[config.mk]
export PLATFORM = sky130hd
export DESIGN_NAME = uart_prog_loader
export DESIGN_NICKNAME = d
export VERILOG_FILES = /design/src/rtl/uart_prog_loader.sv
export SDC_FILE = /design/constraint.sdc
export NUM_CORES = 1
export LEC_CHECK = 0
export ABC_AREA = 1
export CORE_MARGIN = 8
export CORE_UTILIZATION = 50
export DETAILED_ROUTE_END_ITERATION = 6
export GPL_ROUTABILITY_DRIVEN = 1
export PLACE_DENSITY = 0.8
export SLEW_MARGIN = 10
export SYNTH_ARGS = -nofsm -noshare
export SYNTH_HDL_FRONTEND = slang
export SYNTH_SLANG_ARGS = --single-unit
[constraint.sdc]
create_clock -name clk_i -period 12.6 [get_ports clk_i]
set_input_delay 1.26 -clock clk_i [delete_from_list [all_inputs] [get_ports clk_i]]
set_output_delay 1.26 -clock clk_i [all_outputs]
set_load 0.05 [all_outputs]
[src/rtl/uart_prog_loader.sv]
// Boot-time program loader: parses A5/len/payload/xor frames from the UART
// receiver into instruction-RAM writes and releases the core on success.
module uart_prog_loader #(
  parameter int         ADDR_W     = 14,
  parameter logic [7:0] START_BYTE = 8'hA5,
  parameter int         TIMEOUT    = 1000000
) (
  input  logic              clk_i,
  input  logic              rst_i,
  input  logic              rx_dv_i,
  input  logic [7:0]        rx_byte_i,
  output logic              we_o,
  output logic [ADDR_W-1:0] addr_o,
  output logic [31:0]       wdata_o,
  output logic              core_rst_no,
  output logic              busy_o,
  output logic              done_o,
  output logic              err_o
);

  localparam int          TMR_W = $clog2(TIMEOUT + 1);
  localparam logic [TMR_W-1:0] TMAX = TMR_W'(TIMEOUT);
  localparam logic [63:0] MAX_N = 64'd1 << ADDR_W;

  typedef enum logic [2:0] {
    S_IDLE,
    S_LEN0,
    S_LEN1,
    S_DATA,
    S_CSUM,
    S_DONE,
    S_ERR
  } state_t;

  state_t           state;
  state_t           state_nxt;
  logic [15:0]      len;
  logic [15:0]      word_idx;
  logic [1:0]       byte_idx;
  logic [31:0]      shreg;
  logic [7:0]       csum;
  logic [TMR_W-1:0] timer;
  logic [63:0]      n_ext;
  logic             timed_out;
  logic             last_word;
  logic             is_start;

  // Status flags decode straight from the state register.
  assign busy_o      = (state == S_LEN0) || (state == S_LEN1) ||
                       (state == S_DATA) || (state == S_CSUM);
  assign done_o      = (state == S_DONE);
  assign err_o       = (state == S_ERR);
  assign core_rst_no = (state == S_DONE);

  // Full word count once the high length byte arrives (low byte latched).
  assign n_ext     = {48'd0, rx_byte_i, len[7:0]};
  assign last_word = (word_idx == len - 16'd1);
  assign is_start  = (rx_byte_i == START_BYTE);
  assign timed_out = busy_o && !rx_dv_i && (timer == TMAX);

  // State register.
  always_ff @(posedge clk_i or posedge rst_i) begin
    if (rst_i) begin
      state <= S_IDLE;
    end else begin
      state <= state_nxt;
    end
  end

  // Next-state logic; a byte gap timeout overrides everything while busy.
  always_comb begin
    state_nxt = state;
    unique case (state)
      S_IDLE, S_ERR: begin
        if (rx_dv_i && is_start) state_nxt = S_LEN0;
      end
      S_LEN0: begin
        if (rx_dv_i) state_nxt = S_LEN1;
      end
      S_LEN1: begin
        if (rx_dv_i) begin
          if (n_ext > MAX_N)      state_nxt = S_ERR;
          else if (n_ext == '0)   state_nxt = S_CSUM;
          else                    state_nxt = S_DATA;
        end
      end
      S_DATA: begin
        if (rx_dv_i && byte_idx == 2'd3 && last_word)
          state_nxt = S_CSUM;
      end
      S_CSUM: begin
        if (rx_dv_i)
          state_nxt = (rx_byte_i == csum) ? S_DONE : S_ERR;
      end
      S_DONE: state_nxt = S_DONE;
      default: state_nxt = S_IDLE;
    endcase
    if (timed_out) state_nxt = S_ERR;
  end

  // Byte gap timer: restarts on each byte, saturates at the limit.
  always_ff @(posedge clk_i or posedge rst_i) begin
    if (rst_i) begin
      timer <= '0;
    end else if (!busy_o || rx_dv_i) begin
      timer <= '0;
    end else if (timer != TMAX) begin
      timer <= timer + TMR_W'(1);
    end
  end

  // Frame datapath: length, little-endian word assembly, checksum, writes.
  always_ff @(posedge clk_i or posedge rst_i) begin
    if (rst_i) begin
      we_o     <= 1'b0;
      addr_o   <= '0;
      wdata_o  <= '0;
      len      <= '0;
      word_idx <= '0;
      byte_idx <= '0;
      shreg    <= '0;
      csum     <= '0;
    end else begin
      we_o <= 1'b0;
      if (rx_dv_i) begin
        unique case (state)
          S_IDLE, S_ERR: begin
            if (is_start) begin
              csum     <= '0;
              word_idx <= '0;
              byte_idx <= '0;
            end
          end
          S_LEN0: len[7:0]  <= rx_byte_i;
          S_LEN1: len[15:8] <= rx_byte_i;
          S_DATA: begin
            csum     <= csum ^ rx_byte_i;
            byte_idx <= byte_idx + 2'd1;
            shreg[{byte_idx, 3'b000} +: 8] <= rx_byte_i;
            if (byte_idx == 2'd3) begin
              we_o     <= 1'b1;
              addr_o   <= ADDR_W'(word_idx);
              wdata_o  <= {rx_byte_i, shreg[23:0]};
              word_idx <= word_idx + 16'd1;
            end
          end
          default: ;
        endcase
      end
    end
  end

endmodule

# [Word-level counts from Yosys, hierarchy flattened]
# Cells that the tools add are included.
[word_totals] register_bits=144 latch_bits=0 ram_bits=0 rom_bits=0 out_inout_bits=51 wordCells=85 n_memories=0
[classes] addsub=5 multipliers=0 div=0 magnitude_cmp=1 n_eq_ne=19 shift=2 muxes=23 n_bitwise=1 n_reduce_logical=23
[ops] operator="64-bit zero test" n=1
[ops] operator="20-bit 2-to-1 mux" n=2
[ops] operator="32-bit bitwise mux" n=1
[ops] operator="16-bit 2-to-1 mux" n=2
[ops] operator="16-bit case mux with 2 select lines" n=1
[ops] operator="8-bit by 7-bit variable shift with 32-bit output, first input constant" n=1
[ops] operator="8-bit by 7-bit indexed part select with 32-bit output" n=1
[ops] operator="3-bit 2-to-1 mux" n=8
[ops] operator="20-bit by 1-bit adder with 20-bit output, second input constant" n=1
[ops] operator="20-bit == test, second input constant" n=1
[ops] operator="20-bit inequality test, second input constant" n=1
[ops] operator="3-bit case mux with 6 select lines" n=1
[ops] operator="16-bit by 1-bit adder with 16-bit output, second input constant" n=1
[ops] operator="16-bit == test" n=1
[ops] operator="16-bit by 15-bit greater-than comparator with 1-bit output, second input constant" n=1
[ops] operator="8-bit case mux with 2 select lines" n=1
[ops] operator="16-bit by 1-bit subtractor with 16-bit output, second input constant" n=1
[ops] operator="3-bit inequality test, second input constant" n=4
[ops] operator="3-bit == test, second input constant" n=3
[ops] operator="8-bit == test" n=1
[ops] operator="8-bit == test, second input constant" n=1
[ops] operator="8-bit 2-to-1 mux" n=1
[ops] operator="8-bit bitwise XOR" n=1
[ops] operator="5-bit negator with 7-bit output" n=1
[ops] operator="20 further kinds" n=36

# [Logic depth before layout (Yosys ltp)]
# Gate-level depths: netlist of run 1.
[depth] word_depth=8 ltp_mapped=16 ltp_nobuf=16

# [Worst setup path before layout of run 1]
# OpenSTA, ideal clock, no wires.
[synth_timing] kind="reg-to-output" start="register state[2]" end="output done_o" arrival_ps=2126 required_ps=11340 slack_ps=9214 path_stages_with_launch=4 path_buffers=1 cell_sequence="dfrtp_1 -> inv_1 -> nor3_1 -> buf_4"
[synth_via] elab_chain_cells=1
[synth_rtl] item="start, declared" line_no="35" rtl="state_t state;"
[synth_rtl] item="start signal, assigned" line_no="66" rtl="state <= state_nxt;"
[synth_rtl] item="3-bit == test"
[synth_rtl] item="end, declared" line_no="17" rtl="output logic done_o,"
# Every way passes these cells.

# [Worst setup path after layout of run 1]
[layout_timing] start="register state[2]" end="output core_rst_no"
[layout_via] elab_chain_cells=1
[layout_rtl] item="3-bit == test" line_no="53" rtl="assign core_rst_no = (state == S_DONE);"
[layout_rtl] item="end, declared" line_no="15" rtl="output logic core_rst_no,"
# Every way passes these cells.

==> out/metrics.yaml, run 1 <==
outcome: "completed"
maxClockFrequency_ghz: 0.288
slew_viol_final: 0
yosysTopAreaCell: "dfrtp_1"
post_layout_total_power_w: 0.00171
antenna_cells_inserted: 0
worstReg2RegEnd: "shreg[0]"
crit_type: "flop to primary output"
die_w_um: 134
seq_area_frac_synth_pct: 48.6
max-cap-violations: 0
cts_buffers: 17
post_cts.resized_instances: 0
placed_inst_area_um2: 7700
rows: 43
detail_route.iter0.violations: 475
min_path_type: "flop to flop"
power.share.sequential_pct: 36.7
r2r-start: "byte_idx[0]"
floorplan.initialDensity_pct: 50.8
postCtsSetupRepairBufs: 0
power.share.clock_pct: 29.1
worst_slew_pin_slew_ps: 952
h-tree-depth: 4
p_int_w: 0.00104
crit_path_end: "core_rst_no"
critical_path.startpoint_type: "flop"
synth_async_sr_flop_share_pct: 100
number_of_top_level_design_ports: 62
worstPathCellList: "inv_1 > nor3_1 > clkdlybuf4s50_1"
power.share.combinational_pct: 34.2
final_area_um2: 8300
final_core_utilization_pct: 60.3
yosys.cell_types.count: 43
post_route_cells_drive_above_1_share_pct: 8.21
via_per_inst: 5.41
synth_nets: 870
timing.critical_path.buf_inv: 2
area_delta_synth_final_pct: 18.5
layout_common_cells: "nand2_1, dfrtp_1, o21ai_0, inv_1, nor2_1"
worst_ep_required_time_ps: 11340
power_density_normalized_to_cell_area_nw_per_um2: 207
timing.max_slew.rel_slack_pct: 36.6
summed_instance_area_of_the_synthesized_netlist_um2: 7000
drt-total-wl_mm: 16.8
final_hold_viol_count: 0
grt.overflow.total: 0
finalSetupViolations: 0
clock_latency_ps: 410
finished_layout_cells: 1094
cts_hold_buffers: 0
path_delay_family: "buffers and inverters"
syn_avg_cell_area_um2: 8.26
critPathMaxStageDelay_ps: 850
first_global_vias: 5701
clk_root_buffer_cell: "clkbuf_16"
timing.critical_path.fanout_max: 8
setup.reg_to_reg.worst_slack_ps: 10200
grt_antenna_before_repair: 0
detailedRoute.firstPassIterationCount: 5
mostFrequentLayoutCell: "nand2_1"
clkSinkCount: 136
design.die.area_um2: 18000
drc: 0
switching_power_w: 0.000675
synthTopCellsByArea: "dfrtp_1, nand2_1, o21ai_0"
postSynthCellCount: 848
grtUsageTotal_pct: 19.1
synth_top_flop_cell: "dfrtp_1"
path_clk_slew_ps: 60
synth-seq-cells: 136
dp_cells: 1062
cts_buffer_depth: 2
switching_share_pct: 39.4
number_of_vias_after_detailed_routing: 5918
cellLeakagePower_nw: 3.73
dp_hpwl_mm: 11.5
final.fill_count: 1159
clock_tree_from_tritoncts: "built"
setup_total_negative_slack_ps: 0
place.gp.congestion: 0.883
crit_path_end_kind: "primary output"
yosys.area.top_type_share_pct: 48.6
min_period_over_period_pct: 27.6
grt_pass1_wl_mm: 28.0
hold_path.startpoint: "addr_o[10]"
worst-endpoint-arrival_ps: 2210
multi_input_comb_area_um2: 3040
synth_edf_count: 0
post-route-min-period_ps: 3470
rsz_0062_raised_after_global_routing: "no"
worstSetupStartpoint: "state[2]"
routed_wire_length_per_instance_um: 15.3
crit_cells: 3
placement.io_buffers: 61
slowest_cell_on_the_critical_path: "clkdlybuf4s50_1"
grt_start_max_net_pins: 91
final-seq-area_um2: 3400
nNetsFinal: 923
core-area_um2: 13800
drtAntennaViolNets: 0
yosysWarningCount: 0
timing.clock.skew_ps: 8.97
die_y_um: 134
reg2regPathDepth: 6
vdd_drop_max_mv: 0.164
==> synth_stat cells, types with 2 or more instances <==
cell type  instances
nand2_1          196
dfrtp_1          136
o21ai_0          104
inv_1             96
nor2_1            63
nand3_1           54
nand4_1           29
xor2_1            25
nor3_1            18
clkbuf_1          16
a21oi_1           15
ha_1              11
xnor2_1           11
o31ai_2           10
inv_2              7
buf_2              5
nor2_2             5
a31oi_1            4
buf_6              4
nor2_4             4
o21ai_1            4
clkbuf_2           3
nand2_2            3
nand3b_1           3
inv_4              2
nand2_4            2
nor4_1             2
==> flip-flops by register name (all words and copies together), names as in the netlist, 2 cells and up <==
signal and flops:
state 3, addr_o 14, shreg 24, len 16, csum 8, word_idx 16
timer 20, wdata_o 32, byte_idx 2
==> stage by stage <==
step | setup slack (ps) | hold WS (ps)
after floorplan | 7700 | 453
after global placement | 9310 | 453
after detailed placement | 9180 | 458
after CTS | 9110 | 472
after global routing | 9030 | 500
final | 9130 | 467
==> layer usage <==
metal | track usage (%) | share of wire [%]
met1 | 26.1 | 47
met3 | 3.89 | 5.6
met4 | 6.18 | 1.5
met5 | 0 | 0
met2 | 29.8 | 46
==> worst reg2reg max path, cell delays in order, from the launching register on <==
cell and delay (ps):
dfrtp_1 460, inv_1 190, ha_1 180, clkinv_1 350
nor3_1 760, nand3_1 270, o21ai_0 140
==> cell type report <==
type                            count  area share [%]
Clock inverter                     12            1.69
Tap cell                          180            2.71
Clock buffer                       20            5.50
Sequential cell                   136            41.0
Multi-Input combinational cell    577            36.7
Timing Repair Buffer               63            7.54
Inverter                          106            4.88
==> power groups by stage <==
stage	registers (W)	logic (W)	clock network [W]
2_1_floorplan	0.000701	0.000348	0
3_3_place_gp	0.000628	0.000565	0
3_5_place_dp	0.000631	0.000573	0
4_1_cts	0.000626	0.000586	0.000505
5_1_grt	0.000639	0.000648	0.000525
6_report	0.000629	0.000586	0.000499
==> kinds of logic (layout without fill, tap and decap cells) <==
| family | count (synthesis) | in the layout | share of synthesized area, % |
|---|---|---|---|
| flip-flops | 136 | 136 | 48.6 |
| adder cells (fa/ha/maj) | 11 | 11 | 1.97 |
| buffers and inverters | 135 | 201 | 7.93 |
| AND/OR/NAND/NOR | 384 | 384 | 24.8 |
| XOR/XNOR | 36 | 36 | 4.50 |
| AO/OA/AOI/OAI | 146 | 146 | 12.2 |
==> worst min-delay path by stage <==
| stage | slack [ps] | to | cells past startpoint |
|---|---|---|---|
| global placement | 450 | addr_o[9] | 2 |
| floorplan | 450 | len[1] | 2 |
| detailed placement | 460 | addr_o[10] | 2 |
| CTS | 470 | addr_o[10] | 2 |
| global route | 500 | timer[5] | 1 |
| finish | 470 | addr_o[10] | 2 |
(Power assumes the default switching activity.)
==> run 2: changes to the inputs <==
clock period = 3.5 ns   (was 12.6 ns; I/O delays follow)
==> run 2 against run 1 <==
The run now ends with DRC left. Core utilization is essentially flat. Flip-flop and latch count is the same. Power grew to 3.6 times the previous value. First-iteration DRC count grew 8.8%. Die area is the same. Combinational power grew to 3.6 times the previous value. Setup slack lost 8200 ps. Clock power grew to 3.5 times the previous value. Sequential share of layout area is essentially flat. Routed wire length shrank 2.0%. Cell count is essentially flat. Register-to-register slack lost 9100 ps. Critical endpoint is now done_o. Largest power group unchanged.
==> out/metrics.yaml, run 2 (synthesis results as in run 1) <==
min_path_type: "primary input to async pin"
regMostFlops: "wdata_o"
detailedRoute.firstPassIterationCount: 7
critical_path.startpoint_type: "flop"
finished_layout_cells: 1095
crit_path_end_kind: "primary output"
violations: "DRC"
worstSetupStartpoint: "state[2]"
slew_viol_final: 0
r2r-start: "byte_idx[0]"
post_route_cells_drive_above_1_share_pct: 8.09
cts_hold_buffers: 0
final_hold_viol_count: 0
grt_antenna_before_repair: 0
grt.overflow.total: 0
mostFrequentLayoutCell: "nand2_1"
core-area_um2: 13800
total_routed_wire_length_on_the_met1_layer_mm: 7.44
postCtsSetupRepairBufs: 0
cts_buffer_depth: 2
timing.clock.skew_ps: 8.98
vdd_drop_max_mv: 0.427
outcome: "complete, but fails checks"
clock_tree_from_tritoncts: "built"
finalSetupViolations: 0
h-tree-depth: 4
floorplan.initialDensity_pct: 50.8
die_w_um: 134
max-cap-violations: 0
layout_common_cells: "nand2_1, dfrtp_1, o21ai_0, inv_1, nor2_1"
post-route-min-period_ps: 2560
cts_buffers: 17
worst_ep_required_time_ps: 3150
path_clk_slew_ps: 60
place.gp.congestion: 0.883
worst_slew_pin_slew_ps: 892
reg.largest.list: "wdata_o x32, shreg x24, timer x20"
grtUsageTotal_pct: 19.2
placement.io_buffers: 61
grt_start_max_net_pins: 104
die_y_um: 134
min_period_over_period_pct: 73.1
max_reg_flops: 32
rsz_0062_raised_after_global_routing: "no"
drt-total-wl_mm: 16.4
crit_type: "flop to primary output"
first_global_vias: 5768
worst-endpoint-arrival_ps: 2210
final-seq-area_um2: 3400
rows: 43
design.die.area_um2: 18000
area_delta_synth_final_pct: 18.6
timing.critical_path.fanout_max: 8
grt_pass1_wl_mm: 27.9
drc: 3
setup_total_negative_slack_ps: 0
met3_length_mm: 1.24
timing.max_slew.rel_slack_pct: 40.3
number_of_vias_after_detailed_routing: 5910
clk_root_buffer_cell: "clkbuf_16"
worstReg2RegEnd: "shreg[6]"
number_of_top_level_design_ports: 62
dp_hpwl_mm: 11.5
final.fill_count: 1194
clock_latency_ps: 430
reg2regPathDepth: 6
top_layer: "met4"
dp_cells: 1064
detail_route.iter0.violations: 517
met2WireLength_mm: 7.47
power_density_normalized_to_cell_area_nw_per_um2: 735
setup.reg_to_reg.worst_slack_ps: 1050
clkSinkCount: 136
post_cts.resized_instances: 0
drtAntennaViolNets: 0
nNetsFinal: 925
maxClockFrequency_ghz: 0.391
routed_wire_length_per_instance_um: 15.0
via_per_inst: 5.40
antenna_cells_inserted: 0
cellLeakagePower_nw: 3.73
multi_input_comb_area_um2: 3040
run 2: cell count changes in the layout (fill, tap and decap cells not counted):
cell / previous run / this run
clkinvlp_4: 3 / 2
clkinv_2: 1 / 2
clkinv_4: 2 / 3
clkbuf_1: 1 / 3
clkbuf_8: 2 / 1
inv_4: 3 / 2
buf_12: 0 / 1
buf_4: 2 / 3
inv_6: 4 / 2
run 2: through the flow:
stage	worst slack, ps	hold slack (ps)	instance area [um2]	total power (W)	util [%]
final	941	408	8300	0.00610	60.3
after global routing	772	493	8300	0.00647	60.3
after CTS	902	434	8300	0.00612	60.3
after detailed placement	962	457	7730	0.00435	56.1
after global placement	1100	453	7730	0.00429	56.1
after floorplan	1020	453	7010	0.00378	-
run 2: report_power, final:
group	internal (W)	switching, W
clock	0.00107	0.000674
sequential	0.00197	0.000295
combinational	0.000679	0.00142
total	0.00371	0.00239
run 2: area by class of cell:
type	instances	share of cell area (%)
sequential	136	41.0
clock buffer	21	5.42
multi-input combinational	577	36.6
inverter	106	4.90
timing repair buffer	65	7.87
tap	180	2.71
clock inverter	10	1.46
run 2: worst max-delay path by stage:
stage | endpoint | depth (start not counted)
detailed placement | word_idx[6] | 8
floorplan | done_o | 3
global route | done_o | 3
global placement | word_idx[6] | 8
CTS | done_o | 3
finish | done_o | 3
run 2: critical path: stages (launching register included):
cell             delay (ps)
dfrtp_1                 560
inv_1                   140
nor3_1                  230
clkdlybuf4s50_1         860
run 2: layer usage:
layer | global-route usage [%] | vias to the layer above
li1 | - | 2881
met1 | 25.3 | 2788
met2 | 29.9 | 213
met3 | 4.75 | 28
met4 | 6.80 | 0
met5 | 0 | -
